**src/rtl/scroll_matrix_driver.sv**
```systemverilog
// scroll_matrix_driver
//
// Display stage for the character-column generator. Every column byte that
// arrives with col_valid is pushed into an 8-column scroll register (newest
// at the right edge, column 7), and the resulting image is row-multiplexed
// onto an 8x8 LED matrix.
//
// Parameters:
//   PRESCALE_W  - row dwell is 2^PRESCALE_W clocks; a frame is 8 rows.
//
// Ports:
//   clk         - single clock, rising edge
//   rst         - synchronous, active-high reset
//   col_in      - column byte, bit r = LED in row r (bit 0 top)
//   col_valid   - col_in holds a new column this clock
//   row_out     - one-hot row enable, active-high
//   col_out     - column drive for the active row, bit c = column c (0 left)
//   frame_start - one-cycle pulse on the first clock of row 0 dwell
//
// Optional feature:
//   SCROLL_MATRIX_TEAR_FREE_EN - when defined, the scan reads a display
//   buffer that is reloaded from the scroll register only at frame
//   boundaries, so the image never changes mid-frame.

module scroll_matrix_driver #(
  parameter int PRESCALE_W = 4
) (
  input  logic       clk,
  input  logic       rst,
  input  logic [7:0] col_in,
  input  logic       col_valid,
  output logic [7:0] row_out,
  output logic [7:0] col_out,
  output logic       frame_start
);

  logic [7:0]            sr [8];
  logic [PRESCALE_W-1:0] pre;
  logic [2:0]            row;
  logic                  pre_wrap;
  logic                  frame_boundary;
  logic [7:0]            scan [8];
  logic [7:0]            col_bits;

  assign pre_wrap       = (pre == {PRESCALE_W{1'b1}});
  assign frame_boundary = pre_wrap && (row == 3'd7);

  // Prescaler and row counter: the row advances on the clock where the
  // prescaler wraps, giving exactly 2^PRESCALE_W clocks per row.
  always_ff @(posedge clk) begin
    if (rst) begin
      pre <= '0;
      row <= 3'd0;
    end else begin
      pre <= pre + 1'b1;
      if (pre_wrap)
        row <= row + 3'd1;
    end
  end

  // Scroll register: each accepted column enters at column 7 and everything
  // else moves one place left; the oldest column falls off column 0.
  always_ff @(posedge clk) begin
    if (rst) begin
      for (int c = 0; c < 8; c++)
        sr[c] <= 8'h00;
    end else if (col_valid) begin
      for (int c = 0; c < 7; c++)
        sr[c] <= sr[c+1];
      sr[7] <= col_in;
    end
  end

`ifdef SCROLL_MATRIX_TEAR_FREE_EN
  logic [7:0] db [8];

  // Display buffer snapshots the pre-edge scroll register at the frame
  // boundary; a column accepted on that same clock waits for the next frame.
  always_ff @(posedge clk) begin
    if (rst) begin
      for (int c = 0; c < 8; c++)
        db[c] <= 8'h00;
    end else if (frame_boundary) begin
      for (int c = 0; c < 8; c++)
        db[c] <= sr[c];
    end
  end

  always_comb begin
    for (int c = 0; c < 8; c++)
      scan[c] = db[c];
  end
`else
  always_comb begin
    for (int c = 0; c < 8; c++)
      scan[c] = sr[c];
  end

  // Without the display buffer the frame boundary has no consumer.
  logic unused_boundary;
  assign unused_boundary = frame_boundary;
`endif

  // Pick the current row's bit out of every column of the scan source.
  always_comb begin
    col_bits = 8'h00;
    for (int c = 0; c < 8; c++)
      col_bits[c] = scan[c][row];
  end

  // Row enable and column drive are registered together so a row change
  // lands on both on the same edge and rows never overlap.
  always_ff @(posedge clk) begin
    if (rst) begin
      row_out     <= 8'h00;
      col_out     <= 8'h00;
      frame_start <= 1'b0;
    end else begin
      row_out     <= 8'd1 << row;
      col_out     <= col_bits;
      frame_start <= (row == 3'd0) && (pre == '0);
    end
  end

endmodule

```
**config.mk**
```make
export PLATFORM = sky130hd
export DESIGN_NAME = scroll_matrix_driver
export DESIGN_NICKNAME = d
export VERILOG_FILES = /design/src/rtl/scroll_matrix_driver.sv
export SDC_FILE = /design/constraint.sdc
export NUM_CORES = 1
export LEC_CHECK = 0
export ABC_AREA = 0
export BUFFER_PORTS_ARGS = -buffer_cell sky130_fd_sc_hd__buf_2
export CAP_MARGIN = 30
export CELL_PAD_IN_SITES_DETAIL_PLACEMENT = 2
export CELL_PAD_IN_SITES_GLOBAL_PLACEMENT = 2
export CORE_UTILIZATION = 40
export CTS_BUF_LIST = sky130_fd_sc_hd__clkbuf_4 sky130_fd_sc_hd__clkbuf_8
export DETAILED_ROUTE_END_ITERATION = 12
export GPL_ROUTABILITY_DRIVEN = 0
export PLACE_DENSITY = 0.72
export SLEW_MARGIN = 15
export SYNTH_ARGS = -nofsm -noshare
export SYNTH_HDL_FRONTEND = slang
export SYNTH_SLANG_ARGS = --single-unit
```
**constraint.sdc**
```tcl
create_clock -name clk -period 2.26 [get_ports clk]
set_input_delay 0.113 -clock clk [delete_from_list [all_inputs] [get_ports clk]]
set_output_delay 0.113 -clock clk [all_outputs]
set_load 0.01 [all_outputs]
```
* Word-level counts from Yosys, hierarchy flattened
Memories as Yosys holds them, arrays and structs flattened.
Cells that the tools add are included.
** Word-level totals
- Register bits after elaboration :: 24
- RAM bits :: 64
- Input port bits :: 11
- Output and inout port bits :: 17
- Logic and storage cells :: 51
- Memories :: 1
** Cells by class
- Add/sub/neg operators :: 2
- Magnitude comparators :: 1
- Equal/unequal tests :: 1
- Shift-type cells :: 1
- Muxes and demuxes :: 29
- Bitwise operators :: 8
- Reduce and logical (&&, ||, !) cells :: 3
** Memories
- sr :: words 8, width 8, rd ports 8, clocked after memory_dff 0, write ports 8, RTL line 37 : logic [7:0] sr [8];
** Operator list (number)
- $mux W8 :: 8
- $bmux W1 S3 :: 8
- $mux W1 :: 13
- $or A1 B1 Y1 :: 8
- $shl A1 B3 Y8 const A :: 1
- $add A4 B1 Y4 const B :: 1
- $eq A4 B4 Y1 const B :: 1
- $logic_not A4 Y1 :: 1
- $lt A3 B4 Y1 const B :: 1
- $add A3 B1 Y3 const B :: 1
- $logic_not A3 Y1 :: 1
- $logic_and A1 B1 Y1 :: 1

* Longest topological paths before layout
Gate-level depths: netlist (run 1).
- Depth after elaboration :: 4
- Mapped depth :: 6
- Depth with buffers taken out :: 4

* Worst setup path before layout (run 1)
No wires, ideal clock.
- Kind :: input to register
- Start :: in rst
- End :: mem sr[0][0], enable pin
- Setup time :: 394 ps
- Data arrival time :: 1384 ps
- Data required time :: 1866 ps
- Slack :: 482 ps
- Stages :: 3
- Buffers on the path :: 2
- Path through :: buf_6 -> clkbuf_1 -> or2_2
** RTL lines
- from (decl) :: RTL line 29 : input logic rst,
- to (decl) :: RTL line 37

* Worst setup path after layout (run 1)
- Start :: reg row[0]
- End :: reg col_out[5]
** On the way
- Word-level cells in the longest chain between the ends :: 2
** RTL lines
- from (decl) :: RTL line 39 : logic [2:0] row;
- from (signal assigned) :: RTL line 57 : row <= row + 3'd1;
- $bmux W1 S3 :: RTL line 108 : col_bits[c] = scan[c][row];
- $mux W1 (not written as such) :: RTL line 108
- to (signal assigned) :: RTL line 120 : col_out <= col_bits;
- to (decl) :: RTL line 33 : output logic [7:0] col_out,
Every way passes these cells. The select of a mux whose other input is x is not followed.
A chain may end at the register's enable or synchronous reset.

==> results of run 1 <==
-- metrics by stage --
| stage | util (%) | power (W) | setup slack, ps | std cells | hold WS (ps) |
|---|---|---|---|---|---|
| 5_1_grt | 46.4 | 0.00312 | 504 | 381 | 60.0 |
| 4_1_cts | 46.4 | 0.00304 | 578 | 381 | 46.9 |
| 2_1_floorplan | - | 0.00201 | 482 | 237 | 310 |
| 3_5_place_dp | 44.5 | 0.00208 | 574 | 365 | 413 |
| 3_3_place_gp | 44.5 | 0.00207 | 671 | 365 | 402 |
| 6_report | 46.4 | 0.00300 | 609 | 381 | 60.6 |
-- final cells by class --
class	instances	area, µm²
clock buffers	12	146
clock inverters	4	21.3
fillers	848	4720
inverters	4	15.0
multi-input cells	131	1150
flip-flops and latches	88	2400
well taps	108	135
repair buffers	34	213
-- sequential cells by signal, summed over array words and instances, names as in the netlist --
signal,count
frame_start,1
sr,64
pre,4
col_out,8
row_out,8
row,3
-- logic make-up after synthesis --
logic type    Yosys count  synth area share (%)
mux                    25                  12.9
xor+xnor                4                 0.952
buf+inv                18                  3.50
flops                  88                  65.2
simple gates           96                  15.3
fa+ha+maj               6                  2.04
-- final timing paths --
| kind | depth (start not counted) | slack (ps) | end | start |
|---|---|---|---|---|
| max reg2reg | 4 | 610 | col_out[5] | row[0] |
| max | 4 | 610 | col_out[5] | row[0] |
| min | 2 | 60 | sr[1][27] | col_in[3] |
| min reg2reg | 1 | 470 | pre[0] | pre[0] |
-- cells in the mapped netlist --
library cell,instances
sky130_fd_sc_hd__and2_1,54
sky130_fd_sc_hd__and3_1,1
sky130_fd_sc_hd__and3b_1,1
sky130_fd_sc_hd__buf_12,1
sky130_fd_sc_hd__buf_6,6
sky130_fd_sc_hd__clkbuf_1,7
sky130_fd_sc_hd__dfxtp_1,24
sky130_fd_sc_hd__edfxtp_1,64
sky130_fd_sc_hd__ha_1,6
sky130_fd_sc_hd__inv_1,4
sky130_fd_sc_hd__mux2i_1,9
sky130_fd_sc_hd__mux4_1,7
sky130_fd_sc_hd__mux4_2,9
sky130_fd_sc_hd__nand3_1,2
sky130_fd_sc_hd__nand4_1,1
sky130_fd_sc_hd__nor2_1,16
sky130_fd_sc_hd__nor2b_1,18
sky130_fd_sc_hd__nor2b_2,1
sky130_fd_sc_hd__nor3b_1,1
sky130_fd_sc_hd__or2_2,1
sky130_fd_sc_hd__xnor2_1,2
sky130_fd_sc_hd__xor2_1,2
-- power by group through the flow --
stage | logic, W | registers [W] | clock network (W)
floorplan | 0.000109 | 0.00190 | 0
global placement | 0.000155 | 0.00191 | 0
detailed placement | 0.000162 | 0.00192 | 0
CTS | 0.000163 | 0.00188 | 0.000998
global route | 0.000176 | 0.00189 | 0.00106
finish | 0.000157 | 0.00188 | 0.000965
-- routing by layer --
layer  vias to the layer above  wire (µm)  part of all wire, %
met5                         -          0                    0
met4                         0        101                  1.5
met3                         9        152                  2.3
met2                        26       3930                   59
met1                       993       2510                   37
li1                        900          -                    -
-- worst max-delay path, stage by stage (launching register included) --
cell and delay (ps):
sky130_fd_sc_hd__dfxtp_1 520, sky130_fd_sc_hd__buf_12 220, sky130_fd_sc_hd__mux4_1 600, sky130_fd_sc_hd__mux2i_1 150, sky130_fd_sc_hd__nor2_1 50
==> results.txt, run 1 <==
----------------------------------------------------
[Clock network]
  Cts bufs inserted ... 9
  Clock tree from TritonCTS ... built
  Cells resized by post-CTS repair ... 0
  Clock tree root buffer cell ... sky130_fd_sc_hd__clkbuf_8
  Number of hold buffers added after CTS ... 0
  Clk buf depth ... 2
  Clock-pin slew of the registers on the worst-case setup and hold paths ... ~80 ps
  CTS HTree Levels ... 3
  Post-CTS Setup Repair Bufs ... 0
  Count of clock tree sinks ... 88
  Worst skew pair latency ... 350 ps

[Critical path]
  CP Capture Type ... flip-flop
  Data required time of the critical path ... around 2500 ps
  Critical path arrival ... ~1900 ps
  Worst-path maximum fanout ... 14
  Worst Path Class, Setup ... flip-flop to flip-flop
  Kind of start point of the critical path ... flip-flop

[Floorplan]
  IO Pins ... 28
  Die boundary width ... roughly 98 µm
  Area of the core ... around 8800 µm²
  Number of cell rows ... 34
  Die footprint ... 9590 µm²
  Effective utilization at floorplan ... around two fifths
  Floorplan die height ... just under 100 µm

[Finish]
  Net count reported at finish ... around 290
  Ratio of cells with drive above 1 in the final layout ... ~22%
  Layout-stage area growth over the synthesis result ... 10.9%
  Final non-filler cell area ... slightly above 4000 µm²
  Most common cell after layout, fill and taps aside ... sky130_fd_sc_hd__edfxtp_1
  Highest-count cells in the layout ignoring fill and taps ... sky130_fd_sc_hd__edfxtp_1, sky130_fd_sc_hd__and2_1, sky130_fd_sc_hd__buf_2, sky130_fd_sc_hd__dfxtp_1, sky130_fd_sc_hd__nor2b_1
  Antenna diode instance count ... 0

[GRT]
  GR Layer Usage met3 ... 2.58%
  Met1 usage ... between 15 and 20%
  First-pass GRT wire length ... 10.9 mm
  Global-route usage over all layers ... 15.3%
  Busiest grt layer ... met2
  Initial antenna violation count ... 0
  Pin count of the biggest net entering global routing ... 65
  Sum of overflow across all layers after global routing ... 0
  Global Route met2 Usage ... between 20% and 30%
  Vias in the first global route ... approximately 2200

[Job]
  Max Cap Violations ... 0

[STA]
  Largest clock skew in the final design ... between 15 and 20 ps
  RSZ-0062 raised after global routing ... no
  Headroom to the max-slew limit ... between 70 and 80%
  Final count of pins violating max slew ... 0
  FMAX ... 606 MHz
  Number of hold violations in the final report ... 0
  Final min period ... 1650 ps
  Final setup violation count ... 0
  Share of the clock period used by the worst path after layout ... 73.1%
  Sum Neg Setup Slack ... 0 ps
  Measured slew at the worst slew-check pin ... 418 ps

[Power]
  Leakage dissipation ... 1.62 nW
  Share of total power in sequential cells ... about 63%
  Power density normalized to cell area ... 734 nW/µm²
  Clock Power Share ... 32.2%
  Internal Dissipation ... 0.00234 W
  Share of power burned in combinational logic ... about 5.2%
  Worst voltage drop across the vdd grid ... ~0.00027 V
  Net switching component of the power ... between 0.0006 and 0.0007 W
  Switching Fraction ... 21.9%

[Worst hold path]
  Class of the tightest hold or removal check ... primary input to flip-flop

[Detailed routing]
  Remaining antenna violation count ... 0
  Via density per instance ... 5.06
  Final routed wire length divided by cell count ... between 15 and 20 µm
  Detailed-route via count ... 1928
  Detailed-router iteration count before antenna repair ... 8
  Number of design-rule violations left by the first detailed-router iteration ... 47
  Routed wire length ... roughly 6.7 mm
  Remaining design rule violation count ... 2

[Synthesis]
  Number of distinct standard cells referenced by the synthesized netlist ... 22
  Flip-flop and latch count after synthesis ... around 90
  Fraction of post-synthesis cell area in the top cell type by area ... between 50% and 60%
  Mapped Area ... 3680 µm²
  Post-Synthesis Cells ... 237
  Nets in the synthesized netlist ... approximately 250
  Mean area per synthesized cell ... 15.5 µm²
  Cell taking the most area after synthesis ... sky130_fd_sc_hd__edfxtp_1
  Total of warnings raised by yosys ... 0
  Cell types with the largest area share after synthesis ... sky130_fd_sc_hd__edfxtp_1, sky130_fd_sc_hd__dfxtp_1, sky130_fd_sc_hd__and2_1
  Portion of the post-synthesis area used by sequential elements ... 65.2%

[Outcome]
  Violated checks ... DRC
  Result of the run ... finished with violations

[Placed design]
  Port buffer count ... 27
  Placed instance area ... around 3900 µm²
  Hpwl dp ... roughly 4.4 mm

----------------------------------------------------
Note: power is estimated with default switching activity, not from simulation.
==> run 2: changes to the inputs <==
==> constraint.sdc (replaced) <==
create_clock -name clk -period 1.7 [get_ports clk]
set_input_delay 0.085 -clock clk [delete_from_list [all_inputs] [get_ports clk]]
set_output_delay 0.085 -clock clk [all_outputs]
set_load 0.01 [all_outputs]
==> run 2 against run 1 <==
Effect of this change: the run still ends with DRC left; via count down 0.83%; clock power grew 53%; critical path type unchanged; largest power group unchanged; die area unchanged; sequential power up 32%; fmax is 11% higher.
==> results.txt, run 2 (same netlist as run 1, synthesis figures left out) <==
----------------------------------------------------
[Finish]
  Max FFs per register ... 64 (unchanged)
  Antenna diode instance count ... 0 (unchanged)
  Most common cell after layout, fill and taps aside ... sky130_fd_sc_hd__edfxtp_1
  Layout fillers ... 842 (-0.71%)
  Biggest regs ... sr (64), col_out (8), row_out (8)
  Ratio of cells with drive above 1 in the final layout ... 22.3% (unchanged)
  Layout-stage area growth over the synthesis result ... 12.0%
  Highest-count cells in the layout ignoring fill and taps ... sky130_fd_sc_hd__edfxtp_1, sky130_fd_sc_hd__and2_1, sky130_fd_sc_hd__buf_2, sky130_fd_sc_hd__dfxtp_1, sky130_fd_sc_hd__nor2b_1
  Post-layout instance count excluding filler cells ... 381 (unchanged)
  Net count reported at finish ... 285 (unchanged)
  Utilization after layout ... 46.8% (+0.44 points)
  Most flop-heavy register ... sr

[Critical path]
  Kind of start point of the critical path ... flip-flop
  CP Capture Type ... flip-flop
  Cells along the critical path ... buf_12, mux4_1, mux2i_1, nor2_1
  Buffering stage count on the worst path with inverters included ... 1 (unchanged)
  Cell class contributing the biggest share of worst-path delay ... multiplexers
  Data required time of the critical path ... 1930 ps (-560 ps)
  Critical path arrival ... 1720 ps (-160 ps)
  Biggest cell delay along the critical path ... 570 ps (-30 ps)
  Worst-path maximum fanout ... 16 (+2)
  CP max stage cell ... sky130_fd_sc_hd__mux4_1
  Worst Path Class, Setup ... flip-flop to flip-flop

[GRT]
  Global-route usage over all layers ... 15.4% (+0.14 points)
  Initial antenna violation count ... 0 (unchanged)
  Vias in the first global route ... 2125 (-1.8%)
  First-pass GRT wire length ... 11.0 mm (+0.88%)
  Sum of overflow across all layers after global routing ... 0 (unchanged)
  Pin count of the biggest net entering global routing ... 65 (unchanged)

[Clock network]
  Post-CTS Setup Repair Bufs ... 0 (unchanged)
  Clk buf depth ... 2 (unchanged)
  Cells resized by post-CTS repair ... 0 (unchanged)
  CTS HTree Levels ... 3 (unchanged)
  Clock-pin slew of the registers on the worst-case setup and hold paths ... 90 ps (about the same)
  Count of clock tree sinks ... 88 (unchanged)
  Number of hold buffers added after CTS ... 0 (unchanged)
  Worst skew pair latency ... 350 ps (about the same)
  Cts bufs inserted ... 9 (unchanged)
  Clock tree root buffer cell ... sky130_fd_sc_hd__clkbuf_8
  Clock tree from TritonCTS ... built

[Detailed routing]
  Via density per instance ... 5.02 (-0.83%)
  Wire length on met3 ... 138 µm (-9.2%)
  Detailed-route via count ... 1912 (-0.83%)
  Routed wire length ... 6.80 mm (+1.7%)
  Detailed-router iteration count before antenna repair ... 8 (unchanged)
  Wire length on met1 ... 2.69 mm (+7.4%)
  Remaining design rule violation count ... 2 (unchanged)
  Number of design-rule violations left by the first detailed-router iteration ... 48 (+2.1%)
  Routed length on met2 ... 3.90 mm (-0.61%)
  Final routed wire length divided by cell count ... 17.9 µm (+1.7%)
  Top Metal Used ... met4
  Remaining antenna violation count ... 0 (unchanged)

[Power]
  Net switching component of the power ... 0.000923 W (+40%)
  Clock Power Share ... 35.4% (+3.2 points)
  Share of total power in sequential cells ... 59.6% (-3.0 points)
  Internal Dissipation ... 0.00326 W (+39%)
  Leakage dissipation ... 1.62 nW (+0.42%)
  Share of power burned in combinational logic ... 5.0% (-0.2 points)
  Power density normalized to cell area ... 1010 nW/µm² (+38%)
  Switching Fraction ... 22.1% (+0.13 points)
  Worst voltage drop across the vdd grid ... 0.000415 V (+54%)

[STA]
  Final count of pins violating max slew ... 0 (unchanged)
  Headroom to the max-slew limit ... 39.4% (-33 points)
  Number of hold violations in the final report ... 0 (unchanged)
  FMAX ... 670 MHz (+11%)
  RSZ-0062 raised after global routing ... no
  Share of the clock period used by the worst path after layout ... 87.8% (+15 points)
  Measured slew at the worst slew-check pin ... 908 ps (+491 ps)
  Largest clock skew in the final design ... 7.78 ps (-9.10 ps)
  Final min period ... 1490 ps (-158 ps)
  Sum Neg Setup Slack ... 0 ps (unchanged)
  Final setup violation count ... 0 (unchanged)

[Worst hold path]
  Class of the tightest hold or removal check ... primary input to flip-flop

[Floorplan]
  Floorplan die height ... 97.9 µm (unchanged)
  Number of cell rows ... 34 (unchanged)
  Effective utilization at floorplan ... 41.8% (unchanged)
  IO Pins ... 28 (unchanged)
  Die footprint ... 9590 µm² (unchanged)
  Die boundary width ... 97.9 µm (unchanged)
  Area of the core ... 8810 µm² (unchanged)

[Placed design]
  Hpwl dp ... 4.45 mm (+0.25%)
  Port buffer count ... 27 (unchanged)
  Placed Instances ... 365 (unchanged)

[Job]
  Max Cap Violations ... 0 (unchanged)

[Outcome]
  Violated checks ... DRC
  Result of the run ... finished with violations

----------------------------------------------------
run 2: cell count changes in the layout (fill, tap and decap cells not counted), sizes merged:
cell,delta
clkinv,-1
clkinvlp,+1
bufinv,+1
clkbuf,-2
inv,+1
run 2: through the flow:
step | worst slack [ps] | hold WS (ps) | area, µm² | total power (W)
finish | 207 | 27.6 | 4120 | 0.00418
global route | 74.4 | 4.90 | 4120 | 0.00436
CTS | 179 | 11.8 | 4120 | 0.00425
detailed placement | 198 | 381 | 3920 | 0.00276
global placement | 291 | 372 | 3920 | 0.00274
floorplan | 256 | 282 | 3680 | 0.00267
run 2: cell type report:
class                      instances  area (µm²)  share of cell area, %
multi-input combinational        131        1150                   28.0
inverter                           4        15.0                  0.364
timing repair buffer              34         213                   5.16
tap                              108         135                   3.28
clock inverter                     6        66.3                   1.61
sequential                        88        2400                   58.3
clock buffer                      10         138                   3.34
run 2: final timing paths:
kind	startpoint	end	slack, ps	cells after the start
setup reg to reg	row[0]	col_out[5]	210	4
hold reg to reg	pre[0]	pre[0]	460	1
setup / recovery	row[0]	col_out[5]	210	4
hold / removal	col_in[7]	sr[1][31]	30	2
run 2: worst reg2reg max path, delay by kind of cell, from the launching register on:
family / cells / cell delay [ps]
buffers and inverters: 1 / 190
flip-flops: 1 / 390
AND/OR/NAND/NOR: 1 / 60
multiplexers: 2 / 750
run 2: power by group through the flow:
stage          sequential [W]  combinational (W)  clock (W)
2_1_floorplan         0.00252           0.000146          0
3_3_place_gp          0.00254           0.000205          0
3_5_place_dp          0.00255           0.000215          0
4_1_cts               0.00250           0.000216    0.00154
5_1_grt               0.00251           0.000233    0.00161
6_report              0.00249           0.000209    0.00148
run 2: per-layer routing:
metal / GRT usage [%] / up-vias
met5: 0 / -
met4: 5.94 / 0
met3: 3.01 / 7
met2: 29.0 / 22
met1: 17.1 / 982
li1: - / 901
